### src/rtl/hall_sector_decoder.sv
// hall_sector_decoder
//   Conditions the three raw Hall inputs (2-flop sync + stability filter) and
//   turns the filtered code into a rotor sector with direction, step strobe,
//   step-period measurement, stall detection and a sticky error flag.
// Ports:
//   CLK, RST_N        clock, async active-low reset
//   HALL[2:0]         raw Hall inputs {A,B,C}, asynchronous
//   CLR_ERR           synchronous clear of HALL_ERR (a same-cycle set wins)
//   SECTOR[2:0]       rotor sector 0..5, SECTOR_VALID when from a legal code
//   DIR               1 = forward (incrementing sector), 0 = reverse
//   STEP_STB          one-cycle pulse per adjacent-sector step
//   PERIOD            cycles between the last two same-direction steps
//   PERIOD_VALID      PERIOD holds a valid measurement
//   STALL             no step for STALL_CYCLES cycles
//   HALL_ERR          sticky: illegal code or skipped sector
module hall_sector_decoder #(
  parameter int FILTER_CYCLES = 16,
  parameter int PERIOD_W      = 24,
  parameter int STALL_CYCLES  = 1600000
) (
  input  logic                CLK,
  input  logic                RST_N,
  input  logic [2:0]          HALL,
  input  logic                CLR_ERR,
  output logic [2:0]          SECTOR,
  output logic                SECTOR_VALID,
  output logic                DIR,
  output logic                STEP_STB,
  output logic [PERIOD_W-1:0] PERIOD,
  output logic                PERIOD_VALID,
  output logic                STALL,
  output logic                HALL_ERR
);

  localparam int                 FCW        = $clog2(FILTER_CYCLES + 1);
  localparam logic [FCW-1:0]     FLT_LAST   = FCW'(FILTER_CYCLES - 1);
  localparam logic [PERIOD_W-1:0] CNT_MAX   = '1;
  localparam logic [PERIOD_W-1:0] STALL_LAST = PERIOD_W'(STALL_CYCLES - 1);

  // {legal, sector}
  function automatic logic [3:0] decode(input logic [2:0] c);
    case (c)
      3'b101:  decode = {1'b1, 3'd0};
      3'b100:  decode = {1'b1, 3'd1};
      3'b110:  decode = {1'b1, 3'd2};
      3'b010:  decode = {1'b1, 3'd3};
      3'b011:  decode = {1'b1, 3'd4};
      3'b001:  decode = {1'b1, 3'd5};
      default: decode = {1'b0, 3'd0};
    endcase
  endfunction

  logic [2:0]          sync1_q, sync1_d, sync2_q, sync2_d, cand_q, cand_d, filt_q, filt_d;
  logic                filt_none_q, filt_none_d;
  logic [FCW-1:0]      fcnt_q, fcnt_d;
  logic [2:0]          sector_q, sector_d;
  logic                sector_valid_q, sector_valid_d, dir_q, dir_d, step_stb_q, step_stb_d;
  logic [PERIOD_W-1:0] period_q, period_d, pcnt_q, pcnt_d;
  logic                period_valid_q, period_valid_d, stall_q, stall_d, hall_err_q, hall_err_d;
  logic                hist_vld_q, hist_vld_d, hist_dir_q, hist_dir_d;

  logic                accept, legal, err_set, fwd;
  logic [2:0]          new_sec;
  logic [3:0]          dec, diff_raw, diff;

  always_comb begin
    sync1_d        = HALL;
    sync2_d        = sync1_q;
    cand_d         = sync2_q;
    filt_d         = filt_q;
    filt_none_d    = filt_none_q;
    sector_d       = sector_q;
    sector_valid_d = sector_valid_q;
    dir_d          = dir_q;
    step_stb_d     = 1'b0;
    period_d       = period_q;
    period_valid_d = period_valid_q;
    stall_d        = stall_q;
    hist_vld_d     = hist_vld_q;
    hist_dir_d     = hist_dir_q;
    err_set        = 1'b0;
    fwd            = 1'b0;

    // Stability counter: cleared on any disagreement, parks at FILTER_CYCLES-1.
    if (sync2_q != cand_q)      fcnt_d = '0;
    else if (fcnt_q == FLT_LAST) fcnt_d = fcnt_q;
    else                        fcnt_d = fcnt_q + FCW'(1);

    pcnt_d = (pcnt_q == CNT_MAX) ? pcnt_q : pcnt_q + PERIOD_W'(1);

    // Filtered-code update and output update share one edge to meet the
    // 2 + FILTER_CYCLES + 1 latency.
    accept   = (fcnt_q == FLT_LAST) && (filt_none_q || (cand_q != filt_q));
    dec      = decode(cand_q);
    legal    = dec[3];
    new_sec  = dec[2:0];
    diff_raw = {1'b0, new_sec} + 4'd6 - {1'b0, sector_q};
    diff     = (diff_raw >= 4'd6) ? diff_raw - 4'd6 : diff_raw;

    if (accept) begin
      filt_d      = cand_q;
      filt_none_d = 1'b0;
      if (!legal) begin
        sector_valid_d = 1'b0;
        period_valid_d = 1'b0;
        hist_vld_d     = 1'b0;
        err_set        = 1'b1;
        // Counter now times the invalid interval for the invalid-code stall.
        if (sector_valid_q) pcnt_d = '0;
      end else if (!sector_valid_q) begin
        sector_d       = new_sec;
        sector_valid_d = 1'b1;
        period_valid_d = 1'b0;
        hist_vld_d     = 1'b0;
        pcnt_d         = '0;
      end else if ((diff == 4'd1) || (diff == 4'd5)) begin
        fwd        = (diff == 4'd1);
        sector_d   = new_sec;
        dir_d      = fwd;
        step_stb_d = 1'b1;
        stall_d    = 1'b0;
        // A measurement needs an unbroken same-direction history; the step
        // ending a stall never qualifies.
        if (!stall_q && hist_vld_q && (hist_dir_q == fwd)) begin
          period_d       = (pcnt_q == CNT_MAX) ? CNT_MAX : pcnt_q + PERIOD_W'(1);
          period_valid_d = 1'b1;
        end else begin
          period_valid_d = 1'b0;
        end
        hist_vld_d = 1'b1;
        hist_dir_d = fwd;
        pcnt_d     = '0;
      end else begin
        sector_d       = new_sec;
        period_valid_d = 1'b0;
        hist_vld_d     = 1'b0;
        err_set        = 1'b1;
        pcnt_d         = '0;
      end
    end

    if (pcnt_d == STALL_LAST) begin
      stall_d        = 1'b1;
      period_valid_d = 1'b0;
    end

    if (err_set)      hall_err_d = 1'b1;
    else if (CLR_ERR) hall_err_d = 1'b0;
    else              hall_err_d = hall_err_q;
  end

  always_ff @(posedge CLK or negedge RST_N) begin
    if (!RST_N) begin
      sync1_q        <= '0;
      sync2_q        <= '0;
      cand_q         <= '0;
      fcnt_q         <= '0;
      filt_q         <= '0;
      filt_none_q    <= 1'b1;
      sector_q       <= '0;
      sector_valid_q <= 1'b0;
      dir_q          <= 1'b1;
      step_stb_q     <= 1'b0;
      period_q       <= '0;
      period_valid_q <= 1'b0;
      stall_q        <= 1'b0;
      hall_err_q     <= 1'b0;
      pcnt_q         <= '0;
      hist_vld_q     <= 1'b0;
      hist_dir_q     <= 1'b0;
    end else begin
      sync1_q        <= sync1_d;
      sync2_q        <= sync2_d;
      cand_q         <= cand_d;
      fcnt_q         <= fcnt_d;
      filt_q         <= filt_d;
      filt_none_q    <= filt_none_d;
      sector_q       <= sector_d;
      sector_valid_q <= sector_valid_d;
      dir_q          <= dir_d;
      step_stb_q     <= step_stb_d;
      period_q       <= period_d;
      period_valid_q <= period_valid_d;
      stall_q        <= stall_d;
      hall_err_q     <= hall_err_d;
      pcnt_q         <= pcnt_d;
      hist_vld_q     <= hist_vld_d;
      hist_dir_q     <= hist_dir_d;
    end
  end

  assign SECTOR       = sector_q;
  assign SECTOR_VALID = sector_valid_q;
  assign DIR          = dir_q;
  assign STEP_STB     = step_stb_q;
  assign PERIOD       = period_q;
  assign PERIOD_VALID = period_valid_q;
  assign STALL        = stall_q;
  assign HALL_ERR     = hall_err_q;

endmodule

### config.mk
export PLATFORM = sky130hd
export DESIGN_NAME = hall_sector_decoder
export DESIGN_NICKNAME = d
export VERILOG_FILES = /design/src/rtl/hall_sector_decoder.sv
export SDC_FILE = /design/constraint.sdc
export NUM_CORES = 1
export LEC_CHECK = 0
export BUFFER_PORTS_ARGS = -buffer_cell sky130_fd_sc_hd__buf_4
export CAP_MARGIN = 20
export CORE_UTILIZATION = 40
export CTS_CLUSTER_SIZE = 24
export DETAILED_ROUTE_END_ITERATION = 8
export PLACE_DENSITY = 0.6
export SLEW_MARGIN = 20
export SYNTH_ARGS = -nofsm -noshare
export SYNTH_HDL_FRONTEND = slang
export SYNTH_SLANG_ARGS = --single-unit
### constraint.sdc
create_clock -name CLK -period 3.3 [get_ports CLK]
set_input_delay 0.66 -clock CLK [delete_from_list [all_inputs] [get_ports CLK]]
set_output_delay 0.66 -clock CLK [all_outputs]
set_load 0.01 [all_outputs]
==> run metrics, run 1 <==
Mapped Area=3916 um^2; CTS tree=built; row count=35; Adder-Cell Fraction of Synth Area=3.387%; family with the most delay on the worst path=adder cells; Hold Slack=0.3513 ns; Mapped Cells=374; unrepaired setup endpoints after global routing=true; Design Power=0.001761 W; nets@finish=449; Critical Path AT=3.68 ns; Via density=5.254; first-pass GRT wire length=14750 um; post-synthesis xor/xnor area fraction=5.559%; FF+latch area=1929 um^2; CP cell instances=xor2_1 > o21ai_2 > ha_2 > inv_2 > ha_4 > fa_2 > ha_4 > nand4b_1 > or3_4 > a21oi_2 > nand4b_4 > buf_8 > clkbuf_16 > a21oi_2 > a21o_1; final setup margin=-0.1437 ns; GRT overflow=0; Die Y=100.9 um; Compound-Gate Fraction of Synth Area=14.35%; Worst Path Max Fanout=5; M2 GR Usage=30.35%; Area growth, synth to finish=24.15%; hold-fix buffers at CTS=0; clock sinks=77; DRC=0; Fmax achieved=0.2904 GHz; failing checks=negative setup slack; Synth Area in Simple Gates=19.62%; Clock Skew=0.01201 ns; Ports=39; largest net degree at the start of global routing=78; Slowest cell on crit path=fa_2; fin crit share=104.4%; fillers=898; met3 usage=3.883%; largest family of logic cells by synthesized area=simple AND/OR/NAND/NOR gates; power per standard cell area=362.2 nW/um^2; Critical Path Source=cand_q[1]; Main synth FF type=dfrtp_1; Slew Limit Headroom=35.49%; sequential-to-total area share from yosys stat=49.27%; Die ar.=10190 um^2; clock period minus worst slack=3.444 ns; r2r startpoint=cand_q[1]; met1 Use GR=25.22%; Skew-Pair Late Insertion Delay=0.35 ns; GPL Wtd Cong=0.8381; Post-synth ARST share=100.0%; Critical path buffers and inverters=3; mux cell area share after synthesis=4.121%; Pleak=2.367 nW; final hold violation count=0; Distinct cells, synth=63; TNS Setup=-2.357 ns; drt first-iter violations=187; antenna viol nets, final=0; CP endpoint kind=flop; Max clock buf depth=2; endpoints failing setup=24; Setup crit start kind=flop; status=finished with violations; Slew @ Worst Pin=0.9676 ns; Min-Delay Path Class=reg -> reg; WL per Instance=15.49 um; GR Util All Layers=18.88%; clock slew at reported path FFs=0.08 ns; Max IR drop VDD=0.0002352 V; Num CTS Buffers=9; initial antenna violation count=0; vias in the first global route=2985; Max Cap Viol=0; DP HPWL=5690 um; final antenna diode count=0; syn_nets=390; number of synthesized register bits=77; vias=2979; Final Max Slew Viols=0; multi-input logic area=1961 um^2; Req. time, crit path=3.53 ns; PortBufs=38; most used routing layer=met2; Die W=100.9 um; htree depth=3; initial core utilization=41.79%; synth warn=0; Post-synth EDFFs=0; hold_sp=sync1_q[2]; Core ar.=9371 um^2; dpl ws=-0.07738 ns; share of layout cells above drive strength 1=30.59%; Mean Syn Cell Area=10.47 um^2; Max stage delay on crit path=0.61 ns; Root Driver=clkbuf_8; drt total wl=8783 um; Setup CP Type=reg -> reg; Pre-Repair DR Iteration Count=4
==> metrics by stage <==
step / utilization (%) / cell area [um^2] / instances
6_report: 51.88 / 4862 / 567
5_1_grt: 51.88 / 4862 / 567
4_1_cts: 51.03 / 4782 / 565
3_5_place_dp: 47.01 / 4405 / 541
3_3_place_gp: 47.01 / 4405 / 541
2_1_floorplan: - / 3939 / 374
==> placed cells by master (no fill, tap or decap), drive strengths merged, types with 10 or more instances in the layout <==
cell and n:
a21o 12, a21oi 33, buf 64, clkbuf 12
dfrtp 75, inv 12, nand2 33, nand3 10
nor2 25, nor3 10, o21ai 19, xnor2 13
xor2 11
==> where the power goes <==
group          switching, W  internal [W]
combinational     0.0000530     0.0000455
sequential       0.00000523      0.000950
clock              0.000356      0.000351
total              0.000415       0.00135
==> layer usage <==
layer,routed length [um],vias to the layer above
met5,0,-
met4,156,0
met3,329,16
met2,4277,58
met1,4020,1463
li1,-,1442
==> timing repair <==
action	in CTS	in global routing
pin swaps	7	8
setup endpoints to repair	24	28
resized for setup	24	17
buffers inserted	6	1
cloned	2	1
==> registers in the layout, summed over array words and instances, names as in the netlist, 3 cells and up <==
signal,count
PERIOD,24
SECTOR,3
cand_d,3
cand_q,3
fcnt_q,5
filt_q,3
pcnt_q,24
sync1_q,3
==> worst register-to-register path, stage by stage (launching register included) <==
cell,delay [ns]
dfrtp_1,0.42
xor2_1,0.19
o21ai_2,0.15
ha_2,0.19
inv_2,0.04
ha_4,0.15
fa_2,0.61
ha_4,0.22
nand4b_1,0.17
or3_4,0.39
a21oi_2,0.13
nand4b_4,0.17
buf_8,0.15
clkbuf_16,0.15
a21oi_2,0.03
a21o_1,0.15
==> path summary, 6_finish.rpt <==
kind	end	slack [ns]	cells past startpoint
worst min-delay path	cand_d[2]	0.35	0
min in group asynchronous	SECTOR[2]	0.44	1
worst max register to register	PERIOD[17]	-0.14	15
worst max-delay path	PERIOD[17]	-0.14	15
worst min register to register	cand_d[2]	0.35	0
max in group asynchronous	pcnt_q[15]	2.20	1
==> cells in the mapped netlist (all sizes together), types with 10 or more instances <==
| library cell | number | area, um^2 |
|---|---|---|
| buf | 14 | 88.83 |
| dfrtp | 75 | 1877 |
| inv | 12 | 45.04 |
| nand3 | 10 | 50.05 |
| a21oi | 33 | 168.9 |
| a21o | 12 | 90.09 |
| o21ai | 19 | 95.09 |
| xnor2 | 13 | 113.9 |
| nand2 | 33 | 123.9 |
| nor2 | 25 | 93.84 |
| xor2 | 11 | 103.9 |
| nor3 | 10 | 66.32 |
==> area by class of cell <==
class / instances / share of cell area, %
Clock buffer: 11 / 2.702
Clock inverter: 5 / 1.261
Inverter: 12 / 0.9264
Multi-Input combinational cell: 268 / 40.32
Sequential cell: 77 / 39.68
Tap cell: 129 / 3.320
Timing Repair Buffer: 65 / 11.79
==> logic make-up after synthesis <==
kind of cell    after synthesis
compound gates               87
xor+xnor                     24
fa+ha+maj                    10
buf+inv                      29
flops                        77
mux                          15
simple gates                132
No activity file was read; power rests on OpenSTA's default activity.
==> run 2: changes to the inputs <==
- CORE_UTILIZATION: 40 -> 50
- PLACE_DENSITY: 0.6 -> 0.72
==> run 2 against run 1 <==
Compared with the run above: clock power is 20% higher; worst hold slack hardly changed; critical endpoint is now PERIOD[8]; the run still ends with negative setup slack left; clock-buffer cell count is 2 lower; highest routed layer unchanged; sequential power hardly changed; non-clock buffer count is 1 lower; die area is 20% lower; cell count is 5.6% lower; via count is 0.64% higher.
==> run metrics, run 2 (synthesis gave the netlist of run 1 again) <==
Slew Limit Headroom=35.93%; commonest non-fill, non-tap cells in the layout=74 x dfrtp_1, 57 x buf_4, 32 x nand2_1; GRT overflow=0; Slew @ Worst Pin=0.9610 ns; Switching Fraction=21.72%; FF+latch area=1931 um^2; final setup margin=-0.02565 ns; GR Util All Layers=22.35%; drt total wl=8621 um; Die ar.=8190 um^2; Final Max Slew Viols=0; Critical Path Source=cand_q[1]; final antenna diode count=0; Req. time, crit path=3.54 ns; Slowest cell on crit path=fa_2; Seq pwr share=49.8%; DP HPWL=5606 um; Max Cap Viol=0; placed cell count=508; first-pass GRT wire length=14390 um; multi-input logic area=1966 um^2; fillers=575; Ports=39; Max IR drop VDD=0.0002293 V; WL per Instance=16.11 um; CTS tree=built; Fmax achieved=0.3007 GHz; Area growth, synth to finish=23.96%; Pleak=2.355 nW; net load switching power=0.0004160 W; Max clock buf depth=2; largest net degree at the start of global routing=78; Clock Skew=0.01029 ns; fin crit share=100.8%; GPL Wtd Cong=0.8827; most common cell after layout, fill and taps aside=dfrtp_1; initial core utilization=52.86%; initial antenna violation count=0; dpl ws=-0.09222 ns; antenna viol nets, final=0; Core ar.=7408 um^2; nets@finish=448; DRC=0; drt first-iter violations=171; TNS Setup=-0.09555 ns; power per standard cell area=394.5 nW/um^2; hold_sp=sync1_q[1]; Hold Slack=0.3517 ns; final hold violation count=0; r2r startpoint=cand_q[1]; CP most frequent cell=ha_4; clock period minus worst slack=3.326 ns; Pre-Repair DR Iteration Count=4; Root Driver=clkbuf_8; clock sinks=77; endpoints failing setup=7; share of layout cells above drive strength 1=29.13%; Die Y=90.50 um; Worst Path Max Fanout=10; CP cell instances=xor2_1 > o21ai_2 > ha_2 > inv_2 > ha_4 > fa_2 > ha_4 > nand4b_1 > or3_4 > nand3_2 > nand4b_4 > buf_12 > clkbuf_16 > a21o_1; Max stage delay on crit path=0.57 ns; Finished Layout Cells=535; r2r setup slk=-0.03 ns; Critical Path AT=3.57 ns; Comb pwr share=5.6%; Via density=5.604; clock share of power=44.5%; Design Power=0.001915 W; Min-Delay Path Class=reg -> reg; Skew-Pair Late Insertion Delay=0.36 ns; Pint=0.001499 W; PortBufs=38; htree depth=3; unrepaired setup endpoints after global routing=true; row count=31; status=finished with violations; failing checks=negative setup slack; Die W=90.50 um; Num CTS Buffers=9; vias in the first global route=2947; Setup CP Type=reg -> reg; clock slew at reported path FFs=0.08 ns; CP endpoint kind=flop; vias=2998; Setup crit start kind=flop
[run 2: cell types whose count changed in the layout (fill, tap and decap cells not counted), sizes merged]
cell and delta:
buf -1, bufinv +2, clkbuf -2, clkinvlp -2, inv +1
[run 2: path summary, 6_finish.rpt]
check / to / cells past startpoint
max in group asynchronous: cand_q[1] / 1
worst min-delay path: cand_d[1] / 0
worst max-delay path: PERIOD[8] / 14
min in group asynchronous: cand_q[0] / 1
worst min register to register: cand_d[1] / 0
worst max register to register: PERIOD[8] / 14
[run 2: cell type report]
cell class                 instances  share of cell area [%]
clock inverter                     6                   2.294
tap                               99                   2.552
inverter                          12                  0.9278
clock buffer                       9                   2.552
sequential                        77                   39.77
multi-input combinational        268                   40.49
timing repair buffer              64                   11.42
[run 2: worst max-delay path, delay by kind of cell, from the launching register on]
kind            cells  cell delay [ns]
compound gates      2             0.31
xor+xnor            1             0.18
fa+ha+maj           4             1.11
buf+inv             3             0.39
flops               1             0.43
simple gates        4             0.79
[run 2: power groups by stage]
stage	sequential, W	combinational (W)	clock, W
2_1_floorplan	0.000971	0.0000432	0
3_3_place_gp	0.000973	0.0000749	0
3_5_place_dp	0.000973	0.0000784	0
4_1_cts	0.000955	0.0000965	0.000864
5_1_grt	0.000956	0.000119	0.000899
6_report	0.000955	0.000107	0.000853
[run 2: timing repair]
| item | in CTS | in global routing |
|---|---|---|
| hold endpoints to repair | 0 | 0 |
| buffers inserted | 7 | 4 |
| gates resized for setup | 17 | 17 |
| pin swaps | 4 | 6 |
| setup endpoints to repair | 21 | 28 |
| hold buffers | 0 | 0 |
| gates cloned | 1 | 1 |
[run 2: metrics by stage]
stage               util, %  cell area [um^2]
floorplan                 -              3939
global placement      58.66              4345
detailed placement    58.66              4345
CTS                   63.82              4728
global route          65.53              4855
finish                65.53              4855
[run 2: routing by layer]
metal  vias up  wire length [um]  GRT usage [%]
li1       1448                 -              -
met1      1453              4019          31.39
met2        84              4064          33.65
met3        13               421          4.966
met4         0               116          8.871
met5         -                 0              0
==> run 3: changes to the inputs <==
- CORE_ASPECT_RATIO: not set -> 0.7
- PLACE_DENSITY: 0.72 -> 0.83
- SETUP_SLACK_MARGIN: not set -> 0.1
==> run 3 against run 2 <==
Compared with the run above: combinational power about the same; flip-flop and latch count unchanged; core utilization increased by 0.59 points; clock-buffer cell count increased by 1; clock skew increased by 0.0029 ns; the run still ends with negative setup slack left.
==> run metrics, run 3 (synthesis gave the netlist of run 1 again) <==
endpoints failing setup=22; antenna viol nets, final=0; Switching Fraction=22.61%; most used routing layer=met1; GR Util All Layers=23.73%; Num CTS Buffers=9; Pint=0.001425 W; r2r setup slk=-0.09 ns; Die ar.=8196 um^2; Util after Layout=66.12%; hold-fix buffers at CTS=0; most common cell after layout, fill and taps aside=dfrtp_1; Pre-Repair DR Iteration Count=4; Pleak=2.442 nW; PortBufs=38; Critical Path AT=3.63 ns; Min-Delay Path Class=reg -> reg; clock share of power=42.2%; Ports=39; commonest non-fill, non-tap cells in the layout=75 x dfrtp_1, 54 x buf_4, 31 x nand2_1; power per standard cell area=373.9 nW/um^2; CTS tree=built; row count=26; vias in the first global route=3006; final setup margin=-0.09299 ns; clock sinks=77; Seq pwr share=51.9%; net load switching power=0.0004164 W; Comb pwr share=5.9%; largest net degree at the start of global routing=78; drt first-iter violations=399; Max Cap Viol=0; Area growth, synth to finish=25.78%; final antenna diode count=0; met3 usage=6.416%; Setup crit start kind=flop; WL per Instance=17.18 um; Clock Skew=0.01321 ns; reg-to-reg endpoint=PERIOD[4]; DRC=0; drt total wl=9206 um; Slew @ Worst Pin=0.9493 ns; GRT overflow=0; met1 Use GR=35.53%; clock period minus worst slack=3.393 ns; GPL Wtd Cong=0.8971; Max clock buf depth=2; Skew-Pair Late Insertion Delay=0.35 ns; Root Driver=clkbuf_8; unrepaired setup endpoints after global routing=true; worst reg2reg path depth=14; failing checks=negative setup slack; Core ar.=7450 um^2; nets@finish=450; vias=3093; Max IR drop VDD=0.0003360 V; Setup CP Type=reg -> reg; CP endpoint kind=flop; Fmax achieved=0.2947 GHz; Slew Limit Headroom=36.72%; Die Y=76.05 um; initial core utilization=52.57%; first-pass GRT wire length=15080 um; final hold violation count=0; Via density=5.771; hold_sp=sync1_q[2]; Req. time, crit path=3.54 ns; Finished Layout Cells=536; Final Max Slew Viols=0; clock slew at reported path FFs=0.08 ns; htree depth=3; DP HPWL=5924 um; r2r startpoint=cand_q[1]; M2 GR Usage=33.65%; Hold Crit Depth=0; status=finished with violations; Hold EP=cand_d[2]; fin crit share=102.8%; share of layout cells above drive strength 1=32.19%; placed cell count=509; Die W=107.8 um; initial antenna violation count=0; Worst Path Max Fanout=8
-- run 3: changes by cell type in the layout (fill, tap and decap cells not counted), sizes merged --
cell	delta
clkinv	+2
bufinv	-1
clkinvlp	-1
inv	-1
clkbuf	+1
nand4b	+2
-- run 3: worst max path at each step --
stage                         start    endpoint  slack (ns)  cells after the start
after floorplan           cand_q[2]  PERIOD[13]        0.06                     15
after detailed placement  cand_q[2]  PERIOD[20]       -0.13                     15
after CTS                 cand_q[1]   PERIOD[4]       -0.13                     14
final                     cand_q[1]   PERIOD[4]       -0.09                     14
after global routing      cand_q[1]   PERIOD[9]       -0.22                     14
after global placement    cand_q[2]  PERIOD[20]        0.03                     15
-- run 3: stage by stage --
step | setup WS, ns | hold WS [ns] | TNS [ns] | instance area [um^2] | total power (W)
4_1_cts | -0.1336 | 0.3636 | -2.238 | 4740 | 0.001832
2_1_floorplan | 0.05930 | 0.3312 | 0 | 3979 | 0.001021
3_5_place_dp | -0.1259 | 0.3449 | -1.581 | 4377 | 0.001058
3_3_place_gp | 0.02692 | 0.3347 | 0 | 4377 | 0.001052
5_1_grt | -0.2203 | 0.3729 | -4.344 | 4926 | 0.001910
6_report | -0.09299 | 0.3607 | -1.179 | 4926 | 0.001842
-- run 3: area by class of cell --
| type | instances | area [um^2] |
|---|---|---|
| clock buffer | 10 | 127.6 |
| timing repair buffer | 64 | 534.3 |
| multi-input combinational | 270 | 2081 |
| sequential | 77 | 1929 |
| tap | 98 | 122.6 |
| fill | 539 | 2524 |
| clock inverter | 5 | 86.33 |
| inverter | 12 | 45.04 |
-- run 3: critical path, cell delays in order, from the launching register on --
cell and delay [ns]:
dfrtp_1 0.41, buf_4 0.16, nand2b_4 0.06, ha_1 0.28, inv_1 0.07, ha_4 0.16, fa_2 0.57, ha_4 0.22
nand4b_1 0.18, or3_4 0.38, a21oi_4 0.20, nand4b_4 0.24, buf_6 0.17, a21oi_2 0.04, a21o_1 0.16
-- run 3: routing by layer --
layer	part of all wire, %	up-vias
met5	0	-
met4	0.99	0
met3	8.4	10
met2	44	112
met1	47	1510
li1	-	1461
-- run 3: repair_timing --
item,in CTS,in global routing
resized for setup,25,24
setup buffers,3,4
setup endpoints to repair,25,28
pin swaps,3,9
cloned,2,3
-- run 3: power by group through the flow --
stage / clock [W] / combinational [W] / sequential, W
after floorplan: 0 / 0.0000498 / 0.000971
after CTS: 0.000784 / 0.0000927 / 0.000955
after global routing: 0.000834 / 0.000119 / 0.000956
after detailed placement: 0 / 0.0000841 / 0.000974
final: 0.000778 / 0.000109 / 0.000955
after global placement: 0 / 0.0000796 / 0.000973
